<file path="config.mk">
export PLATFORM = sky130hd
export DESIGN_NAME = debounce_bank
export DESIGN_NICKNAME = d
export VERILOG_FILES = /design/src/rtl/debounce_pkg.sv /design/src/rtl/debounce_bank_tick_gen.sv /design/src/rtl/debounce_bank.sv
export SDC_FILE = /design/constraint.sdc
export NUM_CORES = 1
export LEC_CHECK = 0
export CORE_MARGIN = 1.5
export CORE_UTILIZATION = 60
export DETAILED_ROUTE_END_ITERATION = 8
export PLACE_DENSITY = 0.83
export SYNTH_ARGS = -nofsm -noshare
export SYNTH_HDL_FRONTEND = slang
export SYNTH_HIERARCHICAL = 1
export SYNTH_SLANG_ARGS = --single-unit
</file>
<file path="constraint.sdc">
create_clock -name clk -period 5 [get_ports clk]
set_clock_uncertainty 0.15 [all_clocks]
set_input_delay 0.75 -clock clk [delete_from_list [all_inputs] [get_ports clk]]
set_output_delay 0.75 -clock clk [all_outputs]
set_load 0.005 [all_outputs]
</file>
<file path="src/rtl/debounce_pkg.sv">
// Shared constants and helpers for the debouncer family.
//   DEF_TICK_DIV / DEF_STABLE_CNT / DEF_SYNC_STAGES : default parameter values
//   width_of(n) : counter width for a modulus n, never less than one bit
package debounce_pkg;

    localparam int DEF_TICK_DIV    = 500000;
    localparam int DEF_STABLE_CNT  = 4;
    localparam int DEF_SYNC_STAGES = 2;

    // max(1, $clog2(n)) so degenerate moduli still get a legal 1-bit counter
    function automatic int width_of(input int n);
        int w;
        w = $clog2(n);
        if (w < 1) begin
            w = 1;
        end else begin
            w = w;
        end
        return w;
    endfunction

endpackage

</file>
<file path="src/rtl/debounce_bank_tick_gen.sv">
// Programmable sample-tick generator, reusable by other scanning blocks.
//   clk   : system clock
//   rst_a : synchronous active-low reset
//   en    : counts when high, freezes (tick low) when low
//   tick  : registered strobe, high for one cycle every TICK_DIV enabled cycles
module tick_gen
    import debounce_pkg::*;
#(
    parameter int TICK_DIV = DEF_TICK_DIV
) (
    input  logic clk,
    input  logic rst_a,
    input  logic en,
    output logic tick
);

    localparam int            CW   = width_of(TICK_DIV);
    localparam logic [CW-1:0] LAST = CW'(TICK_DIV - 1);
    localparam logic [CW-1:0] ONE  = CW'(1);

    logic [CW-1:0] cnt_r;
    logic          tick_r;

    // Divider counter; the strobe is registered in the same cycle the counter wraps
    always_ff @(posedge clk) begin
        if (!rst_a) begin
            cnt_r  <= '0;
            tick_r <= 1'b0;
        end else if (en) begin
            if (cnt_r == LAST) begin
                cnt_r  <= '0;
                tick_r <= 1'b1;
            end else begin
                cnt_r  <= cnt_r + ONE;
                tick_r <= 1'b0;
            end
        end else begin
            cnt_r  <= cnt_r;
            tick_r <= 1'b0;
        end
    end

    assign tick = tick_r;

endmodule

</file>
<file path="src/rtl/debounce_bank.sv">
// Multi-channel debouncer: one shared tick generator, per-channel synchroniser
// and stability integrator.
//   clk    : system clock
//   rst_a  : synchronous active-low reset
//   en     : tick enable; low freezes the tick counter and every integrator
//   btn_in : raw asynchronous inputs, one per channel
//   db_out : debounced level per channel
//   rise   : one-cycle pulse when db_out goes 0->1
//   fall   : one-cycle pulse when db_out goes 1->0
//   tick   : sample strobe, exported for neighbouring blocks
module debounce_bank
    import debounce_pkg::*;
#(
    parameter int   N_CH        = 4,
    parameter int   TICK_DIV    = DEF_TICK_DIV,
    parameter int   STABLE_CNT  = DEF_STABLE_CNT,
    parameter int   SYNC_STAGES = DEF_SYNC_STAGES,
    parameter logic INIT_LEVEL  = 1'b0
) (
    input  logic            clk,
    input  logic            rst_a,
    input  logic            en,
    input  logic [N_CH-1:0] btn_in,
    output logic [N_CH-1:0] db_out,
    output logic [N_CH-1:0] rise,
    output logic [N_CH-1:0] fall,
    output logic            tick
);

    localparam int               CNT_W    = width_of(STABLE_CNT);
    localparam logic [CNT_W-1:0] CNT_LAST = CNT_W'(STABLE_CNT - 1);
    localparam logic [CNT_W-1:0] CNT_ONE  = CNT_W'(1);

    logic tick_s;
    logic sample_s;

    tick_gen #(
        .TICK_DIV(TICK_DIV)
    ) u_tick_gen (
        .clk   (clk),
        .rst_a (rst_a),
        .en    (en),
        .tick  (tick_s)
    );

    assign tick = tick_s;
    // Gate with en as well so a strobe already in flight cannot move a frozen integrator
    assign sample_s = tick_s & en;

    for (genvar i = 0; i < N_CH; i++) begin : g_ch
        logic [SYNC_STAGES-1:0] sync_r;
        logic                   s_s;
        logic [CNT_W-1:0]       cnt_r;
        logic [CNT_W-1:0]       cnt_nxt_s;
        logic                   db_r;
        logic                   db_nxt_s;
        logic                   rise_r;
        logic                   rise_nxt_s;
        logic                   fall_r;
        logic                   fall_nxt_s;

        // Synchroniser chain; bit 0 takes the raw pin, the top bit is the clean sample
        always_ff @(posedge clk) begin
            if (!rst_a) begin
                sync_r <= {SYNC_STAGES{INIT_LEVEL}};
            end else begin
                sync_r <= {sync_r[SYNC_STAGES-2:0], btn_in[i]};
            end
        end

        assign s_s = sync_r[SYNC_STAGES-1];

        // Integrator: any agreeing sample restarts the run of differing samples
        always_comb begin
            cnt_nxt_s  = cnt_r;
            db_nxt_s   = db_r;
            rise_nxt_s = 1'b0;
            fall_nxt_s = 1'b0;
            if (sample_s) begin
                if (s_s == db_r) begin
                    cnt_nxt_s = '0;
                end else if (cnt_r == CNT_LAST) begin
                    cnt_nxt_s  = '0;
                    db_nxt_s   = s_s;
                    rise_nxt_s = s_s;
                    fall_nxt_s = ~s_s;
                end else begin
                    cnt_nxt_s = cnt_r + CNT_ONE;
                end
            end else begin
                cnt_nxt_s = cnt_r;
            end
        end

        // Integrator state and edge pulses; pulses line up with the db_out change
        always_ff @(posedge clk) begin
            if (!rst_a) begin
                cnt_r  <= '0;
                db_r   <= INIT_LEVEL;
                rise_r <= 1'b0;
                fall_r <= 1'b0;
            end else begin
                cnt_r  <= cnt_nxt_s;
                db_r   <= db_nxt_s;
                rise_r <= rise_nxt_s;
                fall_r <= fall_nxt_s;
            end
        end

        assign db_out[i] = db_r;
        assign rise[i]   = rise_r;
        assign fall[i]   = fall_r;
    end

endmodule

</file>
Word level (Yosys, flattened, before mapping) --
Index checks and enable logic that the tools add are counted.
Cells by class: eq/ne operators 9, reduce and logical (&&, ||, !) cells 9, add/sub/neg operators 5, bitwise gates (word level) 15, mux-type cells 10
Operators with widths (count):
- $add 19x1->19 const B | 1
- $eq 19x19->1 const B | 1
- $mux 19 | 1
- $mux 2 | 8
- $reduce_or 4->1 | 4
- $not 1->1 | 14
- $reduce_and 3->1 | 4
- $add 2x1->2 const B | 4
- $eq 2x2->1 const B | 4
- $eq 1x1->1 | 4
- $reduce_and 2->1 | 1
- $and 1x1->1 | 1
- $mux 1 | 1
Word-level totals: logic and storage cells 70, output and inout bits 13, input bits 7, register bits 48

Longest topological paths before layout --
Gate-level depths: netlist (run 1).
depth in word-level cells 3, gate-level depth with buffers 6, depth with buffers taken out 5

Modules after synthesis --
The synthesis (run 1) kept the hierarchy.
By module, submodules not included:
- debounce_bank | cells each 111, sequential area each 560.5 µm², times used 1, area an instance 1137.3 µm²
- tick_gen | cells each 104, sequential area each 400.4 µm², times used 1, area an instance 919.6 µm²

Least setup slack after synthesis (run 1) --
Ideal clock, no wire load.
path type input -> register, start point input en, end point register u_tick_gen.cnt_r[0], buffers on the path 1, path slack 2953 ps, required time 4733 ps, library setup time 117 ps, data arrival time 1780 ps, stages 5, cell sequence and3_1 nand3_1 o31ai_2 buf_2 nor2_1
RTL lines:
- start, declared | line debounce_bank.sv:22 | input logic en,
- end signal, assigned | line debounce_bank_tick_gen.sv:34 | cnt_r <= cnt_r + ONE;
- end signal, assigned | line debounce_bank_tick_gen.sv:38 | cnt_r <= cnt_r;
- end, declared | line debounce_bank_tick_gen.sv:21 | logic [CW-1:0] cnt_r;

==> impl_metrics.py, run 1 <==
metrics = {
    "floorplanning": {
        "die_h_um": 61.55,
        "die_area_um2": 3788,
        "die_x_um": 61.55,
        "core-area_um2": 3311,
        "rows": 21,
        "initial_core_util": 0.6213,
        "num_io_pins": 20,
    },
    "placed_design": {
        "dp_hpwl_um": 2180,
        "place.port_buffers": 19,
        "gp_congestion": 0.7098,
    },
    "cts": {
        "cts_setup_buffers": 0,
        "cts_tree": "done",
        "path_clk_slew_ns": 0.13,
        "root_buffer": "clkbuf_4",
        "cts_sinks": 48,
        "cts_inserted_buffers": 5,
        "cts_buffer_depth": 2,
        "clock_latency_ns": 0.35,
        "post_cts_resized": 0,
        "hold_buffers": 0,
        "htree_num_levels": 2,
    },
    "timing": {
        "rsz0062_at_grt": "false",
        "tightest_slew_ns": 1.146,
        "period_needed_ns": 2.941,
        "setup_tns_ns": 0,
        "report.final.hold_viol_count": 0,
        "finalSetupViolCount": 0,
        "slew_headroom": 0.2312,
        "finalMaxSlewViolations": 0,
        "timing.final.crit_share": 0.5883,
        "fmax_ghz": 0.3400,
    },
    "finish": {
        "syn2layout_area_growth_pct": 9.002,
        "fin_nets": 235,
        "final_util": 0.6772,
        "num_antenna_cells": 0,
        "drive_above_1_share": 0.06696,
    },
    "logic_synthesis": {
        "yosysTopAreaCell": "dfxtp_1",
        "ys_top_cells_by_area": "dfxtp_1 47%, xnor2_1 6.0%, buf_4 4.4%",
        "yosys.cell_count.top_type": "dfxtp_1",
        "synth_seq_area_share": 0.4672,
        "synth-edff-count": 0,
        "synth_commonest_cells": "48 x dfxtp_1, 19 x nor2_1, 17 x nand3_1",
        "syn-mean-instance-area_um2": 9.567,
        "synthArstFlopShare": 0,
        "syn_inst": 215,
        "yosysWarnings": 6,
        "ys.flop_type": "dfxtp_1",
        "ys_types": 35,
        "synth_top_area_frac": 0.4672,
        "syn_area_um2": 2057,
        "ys_seq_elements": 48,
        "synth_nets": 227,
    },
    "routing": {
        "avgViaCountPerCell": 5.281,
        "antenna_left": 0,
        "routed_wl_um": 3119,
        "vias": 1426,
        "drc_errors": 0,
        "drtIter0Drc": 43,
        "wl_per_cell_um": 11.55,
        "drt_first_pass_iters": 4,
    },
    "worst_setup_path": {
        "r2r_setup_slack_ns": 2.68,
        "path_cells": "clkdlybuf4s50_1 -> and3_1 -> nand3_1 -> o31ai_2 -> nor2_1",
        "max_stage_delay_ns": 0.99,
        "criticalPathCategory": "primary input to register",
        "worst_ep_required_time_ns": 5.06,
        "cp.arrival_ns": 3.00,
        "critPathSlowestCell": "o31ai_2",
        "path_max_fanout": 17,
        "cp-start-kind": "primary input",
        "end_kind": "register",
        "crit_family": "compound AO/OA/AOI/OAI gates",
        "path_buf_inv": 1,
    },
    "pwr": {
        "p_leak_nw": 0.7799,
        "p_per_area_nw_per_um2": 265.5,
        "ir_drop_v": 0.0002030,
    },
    "grt": {
        "grt_remaining_overflow": 0,
        "antenna_found_initial": 0,
        "use_met1": 0.2601,
        "grtUsageMet3": 0.04412,
        "grt_pass1_vias": 1198,
        "grt_pass1_wl_um": 5299,
        "busiest_layer": "met2",
        "use_met2": 0.2782,
        "grt_use_total": 0.1874,
        "grt_max_degree": 27,
    },
    "hold_path": {
        "hold_path.class": "register to register",
    },
    "status": {
        "status": "completed",
    },
    "run": {
        "drv_cap": 0,
    },
}
==> cells by family (layout without fill, tap and decap cells) <==
logic type / after synthesis / after routing / synth area share
buffers and inverters: 24 / 33 / 0.07117
muxes: 5 / 5 / 0.02433
DFF: 48 / 48 / 0.4672
AOI/OAI and AO/OA: 15 / 15 / 0.05413
xor gates and xnor gates: 19 / 19 / 0.08090
adders and majority gates: 5 / 5 / 0.03041
and+or+nand+nor: 99 / 99 / 0.2719
==> final timing paths <==
kind / start / endpoint / depth (start not counted)
min: g_ch[2].sync_r[0] / g_ch[2].sync_r[1] / 1
max reg2reg: u_tick_gen/cnt_r[0] / u_tick_gen/cnt_r[6] / 5
max: en / u_tick_gen/cnt_r[6] / 5
min reg2reg: g_ch[2].sync_r[0] / g_ch[2].sync_r[1] / 1
==> per-layer routing <==
layer  wire length, um  vias up  share of wire
met5                 0        -              0
met4                55        0          0.018
met3                92        7          0.029
met2              1325       20           0.42
met1              1645      653           0.53
li1                  -      746              -
==> stage by stage <==
step | hold WS, ns | setup WS, ns | area (um2) | instances | power (mW)
5_1_grt | 0.3167 | 1.847 | 2242 | 270 | 0.6224
2_1_floorplan | 0.2619 | 2.953 | 2057 | 215 | 0.4101
4_1_cts | 0.2983 | 2.036 | 2242 | 270 | 0.6016
3_3_place_gp | 0.2632 | 1.754 | 2181 | 262 | 0.4188
6_report | 0.2955 | 2.059 | 2242 | 270 | 0.5953
3_5_place_dp | 0.2701 | 1.650 | 2181 | 262 | 0.4193
==> power by group <==
| part | switching [mW] | internal [mW] | total, mW |
|---|---|---|---|
| Sequential | 0.00331 | 0.387 | 0.390 |
| Clock | 0.117 | 0.0671 | 0.185 |
| Combinational | 0.00931 | 0.0109 | 0.0202 |
| Total | 0.130 | 0.465 | 0.595 |
==> registers in the layout, summed over array words and instances, names as in the netlist <==
| signal | flops |
|---|---|
| u_tick_gen/tick | 1 |
| g_ch.rise_r | 4 |
| u_tick_gen/cnt_r | 19 |
| g_ch.sync_r | 8 |
| g_ch.db_r | 4 |
| g_ch.fall_r | 4 |
| g_ch.cnt_r | 8 |
==> placed cells by master (no fill, tap or decap), types with 6 or more instances in the layout <==
| cell type | synthesis | layout |
|---|---|---|
| nor4_1 | 7 | 7 |
| a21boi_0 | 6 | 6 |
| nor2_1 | 19 | 19 |
| inv_1 | 6 | 6 |
| xnor2_1 | 14 | 14 |
| clkdlybuf4s50_1 | 0 | 19 |
| dfxtp_1 | 48 | 48 |
| nand2_1 | 13 | 13 |
| nand3_1 | 17 | 17 |
| nor3b_1 | 8 | 8 |
| and2_1 | 8 | 8 |
==> layout make-up <==
type	instances	area, um2
Tap cell	46	57.56
Sequential cell	48	960.9
Inverter	6	22.52
Timing Repair Buffer	19	190.2
Fill cell	287	1069
Multi-Input combinational cell	143	949.7
Clock inverter	2	10.01
Clock buffer	6	51.30
Power figures use the tool's default switching activity.
==> run 2, diff against run 1 <==
--- a/config.mk
+++ b/config.mk
@@ -6,9 +6,9 @@
 export NUM_CORES = 1
 export LEC_CHECK = 0
 export CORE_MARGIN = 1.5
-export CORE_UTILIZATION = 60
+export CORE_UTILIZATION = 56
 export DETAILED_ROUTE_END_ITERATION = 8
-export PLACE_DENSITY = 0.83
+export PLACE_DENSITY = 0.78
 export SYNTH_ARGS = -nofsm -noshare
 export SYNTH_HDL_FRONTEND = slang
 export SYNTH_HIERARCHICAL = 1
==> constraint.sdc (replaced) <==
create_clock -name clk -period 2.75 [get_ports clk]
set_clock_uncertainty 0.15 [all_clocks]
set_input_delay 0.4125 -clock clk [delete_from_list [all_inputs] [get_ports clk]]
set_output_delay 0.4125 -clock clk [all_outputs]
set_load 0.005 [all_outputs]
==> run 2 against run 1 <==
Compared with the run above:
- final cell count grew 1.1%
- critical endpoint is now u_tick_gen/cnt_r[18]
- clock power grew 130%
- largest power group unchanged
- clock-buffer cell count grew 2
- sequential power grew 82%
==> impl_metrics.py, run 2 (synthesized netlist as in run 1, its figures left out) <==
metrics = {
    "status": {
        "status": "completed",
    },
    "finish": {
        "final.fill_count": 258,
        "mostFrequentLayoutCell": "dfxtp_1",
        "largest_register_ffs": 19,
        "largest-register": "u_tick_gen/cnt_r",
        "finalNonFillerCells": 273,
        "fin_nets": 238,
        "layout_common_cells": "48 x dfxtp_1, 19 x nor2_1, 19 x clkdlybuf4s50_1, 17 x nand3_1, 14 x xnor2_1",
        "reg_top3": "u_tick_gen/cnt_r: 19 flops, g_ch.cnt_r: 8 flops, g_ch.sync_r: 8 flops",
        "num_antenna_cells": 0,
        "final_area_um2": 2293,
        "drive_above_1_share": 0.07048,
        "syn2layout_area_growth_pct": 11.50,
    },
    "grt": {
        "grt_remaining_overflow": 0,
        "grt_pass1_wl_um": 6610,
        "grt_use_total": 0.2092,
        "antenna_found_initial": 0,
        "grt_max_degree": 27,
        "grt_pass1_vias": 1475,
    },
    "timing": {
        "fmax_ghz": 0.4979,
        "slew_headroom": 0.4969,
        "setup_slack_ns": 0.7417,
        "tightest_slew_ns": 0.7523,
        "report.final.hold_viol_count": 0,
        "finalSetupViolCount": 0,
        "finalMaxSlewViolations": 0,
        "setup_tns_ns": 0,
        "timing.final.crit_share": 0.7303,
        "period_needed_ns": 2.008,
        "rsz0062_at_grt": "false",
    },
    "cts": {
        "clock_latency_ns": 0.30,
        "hold_buffers": 0,
        "post_cts_resized": 0,
        "cts_setup_buffers": 0,
        "cts_tree": "done",
        "htree_num_levels": 2,
        "root_buffer": "clkbuf_8",
        "cts_inserted_buffers": 5,
        "cts_buffer_depth": 2,
        "cts_sinks": 48,
        "path_clk_slew_ns": 0.08,
    },
    "routing": {
        "antenna_left": 0,
        "drtIter0Drc": 92,
        "avgViaCountPerCell": 5.451,
        "drc_errors": 0,
        "drt_first_pass_iters": 4,
        "routed_wl_um": 3669,
        "vias": 1488,
        "wl_per_cell_um": 13.44,
    },
    "placed_design": {
        "dp.cells": 265,
        "place.port_buffers": 19,
        "place_ws_ns": 0.4354,
        "dp_hpwl_um": 2624,
        "gp_congestion": 0.8392,
        "place_area_um2": 2203,
    },
    "floorplanning": {
        "rows": 21,
        "initial_core_util": 0.5976,
        "num_io_pins": 20,
        "die_h_um": 63.61,
        "die_x_um": 63.61,
        "die_area_um2": 4046,
        "core-area_um2": 3442,
    },
    "worst_setup_path": {
        "cp-start-kind": "primary input",
        "path_max_fanout": 5,
        "criticalPathCategory": "primary input to register",
        "end_kind": "register",
        "worst_ep_required_time_ns": 2.84,
        "cp-startpoint": "en",
        "cp.arrival_ns": 2.10,
        "crit-reg2reg-launch": "u_tick_gen/cnt_r[0]",
    },
    "pwr": {
        "p_total_mw": 1.170,
        "p_sw_uw": 240.3,
        "p_per_area_nw_per_um2": 510.2,
        "ir_drop_v": 0.0003473,
        "clock_power_share": 0.360,
        "seq_power_share": 0.606,
        "p_int_uw": 929.8,
        "p_leak_nw": 0.8012,
        "p_comb_frac": 0.034,
        "p_sw_frac": 0.2054,
    },
    "hold_path": {
        "min_from": "g_ch[1].sync_r[0]",
        "hold_path.class": "register to register",
    },
    "run": {
        "drv_cap": 0,
    },
}
## run 2: cell count changes in the layout (fill, tap and decap cells not counted), sizes merged
cell	before	now
buf	0	3
clkbuf	6	8
clkinv	2	0
## run 2: final cells by class
| cell class | instances | area (um2) | share of cell area |
|---|---|---|---|
| sequential | 48 | 960.9 | 0.4190 |
| multi-input combinational | 143 | 949.7 | 0.4141 |
| timing repair buffer | 22 | 212.7 | 0.09274 |
| clock buffer | 8 | 90.09 | 0.03928 |
| tap | 46 | 57.56 | 0.02510 |
| inverter | 6 | 22.52 | 0.009820 |
## run 2: critical path: stages
cell,delay (ns)
clkdlybuf4s50_1,0.52
nand3_1,0.15
or3_4,0.45
or4_1,0.41
a21oi_1,0.15
## run 2: worst paths after layout
kind | end | slack (ns) | depth (start not counted)
worst max-delay path | u_tick_gen/cnt_r[18] | 0.74 | 5
worst min-delay path | g_ch[1].sync_r[1] | 0.29 | 1
worst max register to register | u_tick_gen/cnt_r[18] | 0.77 | 5
worst min register to register | g_ch[1].sync_r[1] | 0.29 | 1
## run 2: through the flow
| stage | util | hold slack, ns |
|---|---|---|
| after global routing | 0.6663 | 0.3076 |
| final | 0.6663 | 0.2908 |
| after CTS | 0.6663 | 0.2978 |
| after floorplan | - | 0.2619 |
| after global placement | 0.6401 | 0.2660 |
| after detailed placement | 0.6401 | 0.2788 |
## run 2: metal layers
metal / track usage / routed length [um]
met5: 0 / 0
met3: 0.05357 / 171
met2: 0.3289 / 1715
met4: 0.09239 / 65
met1: 0.2703 / 1718
## run 2: power groups by stage
stage	Clock (mW)	Sequential, mW	Combinational, mW
6_report	0.421	0.709	0.0398
5_1_grt	0.463	0.710	0.0442
4_1_cts	0.430	0.709	0.0400
3_5_place_dp	0	0.726	0.0399
3_3_place_gp	0	0.725	0.0378
2_1_floorplan	0	0.724	0.0217
==> run 3, diff against run 2 <==
==> constraint.sdc (replaced) <==
create_clock -name clk -period 2 [get_ports clk]
set_clock_uncertainty 0.15 [all_clocks]
set_input_delay 0.3 -clock clk [delete_from_list [all_inputs] [get_ports clk]]
set_output_delay 0.3 -clock clk [all_outputs]
set_load 0.005 [all_outputs]
==> run 3 against run 2 <==
Compared with the run above:
- clock-buffer cell count is 2 lower
- register-to-register slack worse by 0.68 ns
- global-route usage is 0.27 points higher
- final cell count is 4.4% higher
- flip-flop and latch count stayed put
- worst setup slack worse by 0.65 ns
- sequential power is 38% higher
- critical path type is now register to register
- largest cell class unchanged
- highest routed layer unchanged
==> impl_metrics.py, run 3 (synthesized netlist as in run 1, its figures left out) <==
metrics = {
    "status": {
        "status": "completed",
    },
    "pwr": {
        "p_leak_nw": 0.8741,
        "p_per_area_nw_per_um2": 733.2,
        "ir_drop_v": 0.0007054,
    },
    "worst_setup_path": {
        "max_stage_delay_ns": 0.41,
        "cp.arrival_ns": 2.00,
        "end_kind": "register",
        "worst_ep_required_time_ns": 2.09,
        "path_cells": "ha_1 -> nand3_1 -> or3_4 -> or4_1 -> a21oi_1",
        "criticalPathCategory": "register to register",
        "critPathSlowestCell": "or3_4",
        "rr_endpoint": "u_tick_gen/cnt_r[16]",
        "crit-reg2reg-launch": "u_tick_gen/cnt_r[0]",
        "path_max_fanout": 3,
        "cp-start-kind": "register",
        "r2r_setup_slack_ns": 0.09,
        "reg2regPathDepth": 5,
    },
    "cts": {
        "cts_setup_buffers": 0,
        "cts_buffer_depth": 2,
        "root_buffer": "clkbuf_8",
        "cts_sinks": 48,
        "cts_inserted_buffers": 5,
        "path_clk_slew_ns": 0.09,
        "hold_buffers": 0,
        "clock_latency_ns": 0.31,
        "cts_tree": "done",
        "htree_num_levels": 2,
        "post_cts_resized": 0,
    },
    "finish": {
        "mostFrequentLayoutCell": "dfxtp_1",
        "final_util": 0.7016,
        "drive_above_1_share": 0.1255,
        "register_area_um2": 960.9,
        "layout_common_cells": "48 x dfxtp_1, 19 x nor2_1, 19 x clkdlybuf4s50_1, 17 x nand3_1, 15 x buf_4",
        "final.fill_count": 265,
        "syn2layout_area_growth_pct": 17.40,
        "fin_nets": 250,
        "largest-register": "u_tick_gen/cnt_r",
        "finalNonFillerCells": 285,
        "num_antenna_cells": 0,
        "multiInputGateArea_um2": 949.7,
        "largest_register_ffs": 19,
        "reg_top3": "u_tick_gen/cnt_r: 19 flops, g_ch.cnt_r: 8 flops, g_ch.sync_r: 8 flops",
    },
    "timing": {
        "report.final.hold_viol_count": 0,
        "finalSetupViolCount": 0,
        "tightest_slew_ns": 0.4845,
        "fmax_ghz": 0.5236,
        "period_needed_ns": 1.910,
        "finalMaxSlewViolations": 0,
        "setup_tns_ns": 0,
        "slew_headroom": 0.6760,
        "timing.final.crit_share": 0.9548,
        "rsz0062_at_grt": "false",
    },
    "floorplanning": {
        "core-area_um2": 3442,
        "initial_core_util": 0.5976,
        "die_x_um": 63.61,
        "die_h_um": 63.61,
        "rows": 21,
        "die_area_um2": 4046,
        "num_io_pins": 20,
    },
    "hold_path": {
        "min_from": "g_ch[2].sync_r[0]",
        "hold_path.class": "register to register",
        "hold_depth": 1,
        "hold-path-endpoint": "g_ch[2].sync_r[1]",
    },
    "grt": {
        "grt_remaining_overflow": 0,
        "antenna_found_initial": 0,
        "grt_use_total": 0.2120,
        "grt_pass1_vias": 1540,
        "grt_pass1_wl_um": 6686,
        "grt_max_degree": 16,
    },
    "routing": {
        "avgViaCountPerCell": 5.446,
        "drc_errors": 0,
        "wl_per_cell_um": 12.92,
        "drtIter0Drc": 39,
        "drt_first_pass_iters": 4,
        "routed_wl_um": 3682,
        "antenna_left": 0,
        "vias": 1552,
    },
    "placed_design": {
        "gp_congestion": 0.8098,
        "place.port_buffers": 19,
        "dp_hpwl_um": 2793,
        "dp.cells": 277,
    },
    "run": {
        "drv_cap": 0,
    },
}
==> run 3: cell types whose count changed in the layout (fill, tap and decap cells not counted), sizes merged <==
cell	before	now
bufinv	0	1
clkinv	0	1
buf	3	15
clkbuf	8	6
==> run 3: per-stage QoR <==
| step | worst slack, ns | total power, mW | area [um2] | hold WS, ns |
|---|---|---|---|---|
| global route | 0.002043 | 1.826 | 2415 | 0.3030 |
| detailed placement | -0.07474 | 1.060 | 2293 | 0.2681 |
| floorplan | 0.1555 | 1.025 | 2057 | 0.2619 |
| finish | 0.09032 | 1.771 | 2415 | 0.2858 |
| global placement | -0.02932 | 1.056 | 2293 | 0.2651 |
| CTS | 0.09909 | 1.787 | 2415 | 0.2881 |
==> run 3: critical path, delay by kind of cell (launching register included) <==
family	cells	cell delay [ns]
adder cells (fa/ha/maj)	1	0.22
AO/OA/AOI/OAI	1	0.16
AND/OR/NAND/NOR	3	0.94
flip-flops	1	0.39
==> run 3: worst max-delay path by stage <==
stage,slack [ns],start,to
global route,0.002,u_tick_gen/cnt_r[0],u_tick_gen/cnt_r[16]
floorplan,0.16,u_tick_gen/cnt_r[0],u_tick_gen/cnt_r[0]
CTS,0.1,u_tick_gen/cnt_r[0],u_tick_gen/cnt_r[16]
detailed placement,-0.07,en,u_tick_gen/cnt_r[16]
global placement,-0.03,en,u_tick_gen/cnt_r[18]
finish,0.09,u_tick_gen/cnt_r[0],u_tick_gen/cnt_r[16]
==> run 3: where the power goes <==
part | internal, mW | switching, mW
logic | 0.0359 | 0.0266
clock network | 0.409 | 0.324
registers | 0.967 | 0.00833
==> run 3: area by class of cell <==
type / instances / area share
clock buffers: 6 / 0.03420
clock inverters: 2 / 0.01606
inverters: 6 / 0.009326
multi-input cells: 143 / 0.3933
flip-flops and latches: 48 / 0.3979
well taps: 46 / 0.02383
repair buffers: 34 / 0.1254
==> run 3: per-layer routing <==
layer / GRT usage / part of all wire / up-vias
met4: 0.1141 / 0.025 / 0
met1: 0.2596 / 0.46 / 732
met2: 0.3474 / 0.48 / 35
li1: - / - / 774
met3: 0.04464 / 0.035 / 11
met5: 0 / 0 / -
